$ cat config.mk
export PLATFORM = sky130hd
export DESIGN_NAME = irq_controller
export DESIGN_NICKNAME = d
export VERILOG_FILES = /design/src/rtl/irq_controller_pkg.sv /design/src/rtl/irq_controller_src_sync.sv /design/src/rtl/irq_controller.sv
export SDC_FILE = /design/constraint.sdc
export NUM_CORES = 1
export LEC_CHECK = 0
export ABC_AREA = 1
export BUFFER_PORTS_ARGS = -buffer_cell sky130_fd_sc_hd__buf_2
export CELL_PAD_IN_SITES_DETAIL_PLACEMENT = 1
export CELL_PAD_IN_SITES_GLOBAL_PLACEMENT = 2
export CORE_MARGIN = 3
export CORE_UTILIZATION = 32
export CTS_BUF_LIST = sky130_fd_sc_hd__clkbuf_8
export DETAILED_ROUTE_END_ITERATION = 10
export PLACE_DENSITY_LB_ADDON = 0.1
export SLEW_MARGIN = 10
export SYNTH_ARGS = -nofsm -noshare
export SYNTH_HDL_FRONTEND = slang
export SYNTH_SLANG_ARGS = --single-unit
$ cat constraint.sdc
create_clock -name clk -period 11.63 [get_ports clk]
set_input_delay 2.326 -clock clk [delete_from_list [all_inputs] [get_ports clk]]
set_output_delay 2.326 -clock clk [all_outputs]
set_load 0.01 [all_outputs]
$ cat src/rtl/irq_controller_pkg.sv
// Shared types and register map for the interrupt controller.
package irq_controller_pkg;

  typedef enum logic {
    ST_IDLE    = 1'b0,
    ST_SERVICE = 1'b1
  } irq_state_t;

  localparam logic [7:0] IRQ_PENDING   = 8'h00;
  localparam logic [7:0] IRQ_ENABLE    = 8'h08;
  localparam logic [7:0] IRQ_THRESH    = 8'h10;
  localparam logic [7:0] IRQ_CLAIM     = 8'h18;
  localparam logic [7:0] IRQ_ERR       = 8'h20;
  localparam logic [7:0] IRQ_PRIO_BASE = 8'h40;

  // Byte offset of the priority register for zero-based source index idx.
  function automatic logic [7:0] prio_offset(input int idx);
    return IRQ_PRIO_BASE + 8'(idx * 8);
  endfunction

endpackage

$ cat src/rtl/irq_controller_src_sync.sv
// One interrupt source: synchroniser chain, optional rising-edge detect, pending flop.
module irq_src_sync
  import irq_controller_pkg::*;
#(
  parameter int SYNC_STG = 2,
  parameter bit EDGE     = 1'b0
) (
  input  logic clk,
  input  logic reset,
  input  logic src,
  input  logic clr,
  output logic pending
);

  logic [SYNC_STG-1:0] sync_q;
  logic                synced;

  assign synced = sync_q[SYNC_STG-1];

  always_ff @(posedge clk or posedge reset) begin
    if (reset) begin
      sync_q <= '0;
    end else begin
      sync_q <= {sync_q[SYNC_STG-2:0], src};
    end
  end

  if (EDGE) begin : g_edge
    logic synced_d;

    // A new rising edge in the same cycle as a claim keeps the source pending.
    always_ff @(posedge clk or posedge reset) begin
      if (reset) begin
        synced_d <= 1'b0;
        pending  <= 1'b0;
      end else begin
        synced_d <= synced;
        pending  <= (synced & ~synced_d) | (pending & ~clr);
      end
    end
  end else begin : g_level
    logic unused_clr;
    assign unused_clr = clr;

    always_ff @(posedge clk or posedge reset) begin
      if (reset) begin
        pending <= 1'b0;
      end else begin
        pending <= synced;
      end
    end
  end

endmodule

$ cat src/rtl/irq_controller.sv
// Interrupt controller: per-source enable/priority, threshold, priority arbitration
// and a claim/complete handshake towards the core, configured over the memory bus.
module irq_controller
  import irq_controller_pkg::*;
#(
  parameter int               N_SRC     = 8,
  parameter int               PRIO_W    = 3,
  parameter logic [N_SRC-1:0] EDGE_MASK = '0,
  parameter int               SYNC_STG  = 2,
  parameter int               ID_W      = 4
) (
  input  logic            clk,
  input  logic            reset,
  input  logic [N_SRC-1:0] irq_src,
  output logic            irq_req,
  output logic [ID_W-1:0] irq_id,
  input  logic            irq_ack,
  input  logic            irq_done,
  input  logic [ID_W-1:0] irq_done_id,
  input  logic            bus_sel,
  input  logic [7:0]      bus_address,
  input  logic [63:0]     bus_write_data,
  input  logic            bus_write_enable,
  input  logic            bus_read_enable,
  output logic [63:0]     bus_read_data,
  output logic            irq_err
);

  logic [N_SRC-1:0]  pending;
  logic [N_SRC-1:0]  enable;
  logic [N_SRC-1:0]  eligible;
  logic [N_SRC-1:0]  clr;
  logic [PRIO_W-1:0] prio [N_SRC];
  logic [PRIO_W-1:0] thresh;
  logic [PRIO_W-1:0] best_prio;
  logic [ID_W-1:0]   best_id;
  logic [ID_W-1:0]   claimed_id;
  irq_state_t        state, next_state;
  logic              ack_fire, done_fire, err_set;
  logic              wr_hit, rd_hit;
  logic [63:0]       rd_mux;

  assign wr_hit = bus_sel && bus_write_enable;
  assign rd_hit = bus_sel && bus_read_enable;

  for (genvar g = 0; g < N_SRC; g++) begin : g_src
    assign clr[g] = ack_fire && (irq_id == ID_W'(g + 1));

    irq_src_sync #(
      .SYNC_STG (SYNC_STG),
      .EDGE     (EDGE_MASK[g])
    ) u_src (
      .clk     (clk),
      .reset   (reset),
      .src     (irq_src[g]),
      .clr     (clr[g]),
      .pending (pending[g])
    );
  end

  // Strict '>' keeps the lowest ID on equal priority.
  always_comb begin
    eligible  = '0;
    best_prio = '0;
    best_id   = '0;
    for (int i = 0; i < N_SRC; i++) begin
      eligible[i] = pending[i] && enable[i] && (prio[i] > thresh) && (state == ST_IDLE);
      if (eligible[i] && (prio[i] > best_prio)) begin
        best_prio = prio[i];
        best_id   = ID_W'(i + 1);
      end
    end
  end

  always_ff @(posedge clk or posedge reset) begin
    if (reset) begin
      state <= ST_IDLE;
    end else begin
      state <= next_state;
    end
  end

  always_comb begin
    next_state = state;
    case (state)
      ST_IDLE:    if (irq_ack && irq_req) next_state = ST_SERVICE;
      ST_SERVICE: if (irq_done && (irq_done_id == claimed_id)) next_state = ST_IDLE;
      default:    next_state = ST_IDLE;
    endcase
  end

  always_comb begin
    ack_fire  = (state == ST_IDLE) && irq_ack && irq_req;
    done_fire = (state == ST_SERVICE) && irq_done && (irq_done_id == claimed_id);
    err_set   = ((state == ST_IDLE) && irq_ack && !irq_req) || (irq_done && !done_fire);
  end

  always_ff @(posedge clk or posedge reset) begin
    if (reset) begin
      irq_req    <= 1'b0;
      irq_id     <= '0;
      claimed_id <= '0;
      irq_err    <= 1'b0;
    end else begin
      irq_req <= (state == ST_IDLE) && !ack_fire && (best_id != '0);
      irq_id  <= ((state == ST_IDLE) && !ack_fire) ? best_id : '0;
      if (ack_fire) begin
        claimed_id <= irq_id;
      end
      if (wr_hit && (bus_address == IRQ_ERR) && bus_write_data[0]) begin
        irq_err <= 1'b0;
      end else if (err_set) begin
        irq_err <= 1'b1;
      end
    end
  end

  always_ff @(posedge clk or posedge reset) begin
    if (reset) begin
      enable <= '0;
      thresh <= '0;
      for (int i = 0; i < N_SRC; i++) begin
        prio[i] <= '0;
      end
    end else if (wr_hit) begin
      if (bus_address == IRQ_ENABLE) begin
        enable <= bus_write_data[N_SRC-1:0];
      end
      if (bus_address == IRQ_THRESH) begin
        thresh <= bus_write_data[PRIO_W-1:0];
      end
      for (int i = 0; i < N_SRC; i++) begin
        if (bus_address == prio_offset(i)) begin
          prio[i] <= bus_write_data[PRIO_W-1:0];
        end
      end
    end
  end

  always_comb begin
    rd_mux = '0;
    case (bus_address)
      IRQ_PENDING: rd_mux[N_SRC-1:0]  = pending;
      IRQ_ENABLE:  rd_mux[N_SRC-1:0]  = enable;
      IRQ_THRESH:  rd_mux[PRIO_W-1:0] = thresh;
      IRQ_CLAIM:   rd_mux[ID_W:0]     = {(state == ST_SERVICE), claimed_id};
      IRQ_ERR:     rd_mux[0]          = irq_err;
      default:     rd_mux             = '0;
    endcase
    for (int i = 0; i < N_SRC; i++) begin
      if (bus_address == prio_offset(i)) begin
        rd_mux[PRIO_W-1:0] = prio[i];
      end
    end
  end

  always_ff @(posedge clk or posedge reset) begin
    if (reset) begin
      bus_read_data <= '0;
    end else begin
      bus_read_data <= rd_hit ? rd_mux : '0;
    end
  end

endmodule
==> metrics list <==
* MaxCap Viol Count: 0
- Result of the run: finished, final reports clean
- Wires add up to roughly 14000 um.
* Post-route total power: 570.7 uW
* Antenna violations before repair: 0
- Sequential cell area: 1952 sq um
* Full die area: 17310 sq um
- Counting flops with a built-in enable in the synthesized netlist gives 0.
- Top Ports: approximately 160
- Tightest Hold Check Type: flop to flop
- Routability congestion estimate from global placement: 0.7608
- Max Root-Sink Buffers: 2
* Site row count: 45
- Total routed wire length on the met1 layer: 6936 um
- Entering global routing, the biggest net connects 79 pins.
- Maximum fanout encountered on the critical timing path: 9
* Detailed placement HPWL: 11460 um
- Share of total power in combinational logic: about 13%
- Total congestion overflow: 0
- The worst setup path is captured at a flop.
- In the synthesized netlist the dominant register cell turns out to be dfrtp_1.
* Synth top area cells: dfrtp_1, ha_1, nand2_1
* Total length of routed met2 wires: 6899 um
- For this run, design rule violations remaining after detail routing come to 0.
* Final #Nets: slightly above 800
* Global-route wire length before repair: 23160 um
- In this run, the number of DRC markers left after iteration 0 of detailed routing was 144.
* CP most frequent cell: ha_1
- Arrival time worst endpoint: approximately 10 ns
- Sum Neg Setup Slack: 0 ns
* Number of gates given a new drive strength after cts: 0
- Sinks on Clock Net: 78
- Post-synth top area cell: dfrtp_1
- Switching Share: 29.02%
* Kind of critical path: flop to flop
- For this run, the slowest stage of the critical path takes 0.44 ns.
* Net switching power figure: 165.6 uW
* Clock transition at the registers of the reported paths: 0.09 ns
- In this run the number of H-tree levels came out at 3.
- TritonCTS built the clock tree.
- Across every metal layer, demand over resource in global routing totals 17.15%.
- Buffers inserted during clock tree synthesis total 9.
- The multi-input combinational cells in the finished layout cover a total of 2564 sq um.
* Netlist area before placement: 5045 sq um
- At the pin with the least slew margin, the transition time is 1.005 ns.
* Die outline height: 131.6 um
- The library cell used most frequently in the layout, excluding fill and tap cells, is nand2_1.
- The max-slew violation count is 0.
- The count of nets left with antenna violations once routing finished came out at 0.
- Setup crit start kind: flop
- The slowest stage of the critical path belongs to the cell inv_1.
- Static timing analysis puts the maximum clock frequency at between 0.1 and 0.15 GHz.
- The share of the Yosys chip area taken by registers is 38.69%.
- Before antenna repair, the detailed router went through 4 iterations.
- Max VDD drop: 0.06793 mV
- Post-Syn Area per Cell: around 8 sq um
* N_diodes: 0
- Worst slew slack as a fraction of its limit: 32.99%
* Post-route minimum period: 9.829 ns
- The number of global-route vias before repair was between 4000 and 5000.
- Via count: between 4000 and 5000
- Number of inserted filler cells in the final layout: about 1900
- Of the available clock period, the critical path in the final layout requires 84.52%.
- Synthesis handed over a netlist of roughly 600 instances.
- Sequential cell fraction of total power: 50.8%
- Unrepaired setup endpoints after global routing: no
- The floorplan step set the die width to 131.6 um.
* Setup-failing EPs final: 0
* Yosys reg bits: 78
- Number of buffers added to fix hold violations after cts: 0
- Clock latency on the worst-skew pair: between 0.3 and 0.4 ns
- Number of I/O port buffers: 48
- Dividing the detail-routed via count by the number of cells gives 4.612.
* Highest metal layer used by the detailed router: met4
* Share of layout cells above drive strength 1: 16.05%
- Skew final: between 0.01 and 0.015 ns
* Wire length on met3: 368 um
* Final hold violations: 0
- Dividing the detail-routed wire length by the instance count gives 16.22 um.
- Post-synth ARST share: 100.0%
* Int Power: 405.1 uW
- The initial utilization of the core area, before any placement, comes to between 30% and 40%.
* Setup Buffers After CTS: 0
- Cell area power density: 102.8 nW/um^2
- Yosys cell types: 39
- The analysis attributes to cell leakage a power of about 2.9 nW.
- The library cells used most frequently in the layout, excluding fill and tap cells, are nand2_1, dfrtp_1, inv_1.
- The total area inside the core boundary comes to approximately 15000 sq um.
- CTS root buf: clkbuf_8
* Clock power share: 36.7%
* Layout overhead on the synthesized area: 10.02%
- In this run the biggest area consumer among cell types represents 38.69% of the synthesized area.
- At the worst endpoint, the required time is 11.93 ns.
* Synth warn: 0
-- cells in the mapped netlist (2+ instances only) --
cell and count:
xor2_1 4, o21ai_0 52, o21ai_1 3, mux2_2 3, inv_2 3, buf_4 56, a31oi_1 7, nor2_4 3
inv_1 78, o221ai_1 2, a311oi_1 2, nand2_4 3, o211ai_1 8, a21oi_1 19, nor2_2 4, nand2_1 124
clkbuf_1 2, nand4_1 7, ha_1 42, a211oi_1 7, o21ai_2 4, nand3_1 27, dfrtp_1 78, nand3_4 2
nor2_1 46, o21bai_2 2, o2bb2ai_1 2, nand2_2 8, nand3_2 7
-- sequential cells by signal, indices dropped and copies added (netlist names) --
| signal | cells |
|---|---|
| enable | 8 |
| irq_id | 4 |
| irq_req | 1 |
| bus_read_data | 8 |
| irq_err | 1 |
| thresh | 3 |
| claimed_id | 4 |
| prio | 24 |
| g_src.u_src.sync_q | 16 |
| state | 1 |
| g_src.u_src.pending | 8 |
-- worst max-delay path: cells and delay by family (launching register included) --
| family | cells | cell delay, ns |
|---|---|---|
| simple gates | 33 | 3.81 |
| fa+ha+maj | 8 | 2.38 |
| compound gates | 10 | 2.30 |
| buf+inv | 6 | 0.85 |
| flops | 1 | 0.38 |
-- power groups by stage --
stage / clock network (mW) / registers, mW / logic (mW)
2_1_floorplan: 0 / 0.292 / 0.0625
3_3_place_gp: 0 / 0.295 / 0.0696
3_5_place_dp: 0 / 0.295 / 0.0726
4_1_cts: 0.215 / 0.290 / 0.0729
5_1_grt: 0.229 / 0.291 / 0.0816
6_report: 0.209 / 0.290 / 0.0717
-- layer usage --
layer	up-vias	global-route usage, %
li1	2027	-
met1	1996	23.70
met2	68	27.88
met3	14	2.297
met4	0	5.484
met5	-	0
-- through the flow --
stage                     hold WS (ns)  area (sq um)  worst slack, ns  cells  utilization (%)
after floorplan                 0.3312          5251            3.870    670                -
after global placement          0.3314          5351            1.961    874            34.94
after detailed placement        0.3362          5351            1.746    874            34.94
after CTS                       0.3538          5550            1.698    890            36.24
after global routing            0.3629          5550           0.8443    890            36.24
final                           0.3515          5550            1.801    890            36.24
-- area by class of cell --
type | count | area share, %
sequential | 78 | 35.17
clock inverter | 6 | 1.105
tap | 211 | 4.757
multi-input combinational | 452 | 46.19
timing repair buffer | 51 | 4.734
inverter | 82 | 5.568
clock buffer | 10 | 2.480
-- cells by family (layout without fill, tap and decap cells) --
kind of cell,Yosys count,count (layout),share of synthesized area [%]
flip-flops,78,78,38.69
multiplexers,3,3,0.6696
adder cells (fa/ha/maj),42,42,10.42
AND/OR/NAND/NOR,236,236,21.78
AO/OA/AOI/OAI,111,111,13.10
XOR/XNOR,4,4,0.6944
buffers and inverters,140,149,14.58
other,1,56,0.07433
-- worst paths after layout --
kind | end | slack [ns] | start | depth (start not counted)
max | irq_req$_DFF_PP0_ | 1.80 | thresh[1]$_DFFE_PP0P_ | 57
min | g_src[2].u_src.pending$_DFF_PP0_ | 0.35 | g_src[2].u_src.sync_q[1]$_DFF_PP0_ | 0
max reg2reg | irq_req$_DFF_PP0_ | 1.80 | thresh[1]$_DFFE_PP0P_ | 57
min reg2reg | g_src[2].u_src.pending$_DFF_PP0_ | 0.35 | g_src[2].u_src.sync_q[1]$_DFF_PP0_ | 0
max in group asynchronous | prio[14]$_DFFE_PP0P_ | 8.71 | reset | 3
min in group asynchronous | g_src[2].u_src.sync_q[0]$_DFF_PP0_ | 2.26 | reset | 3
Power figures use the tool's default switching activity.
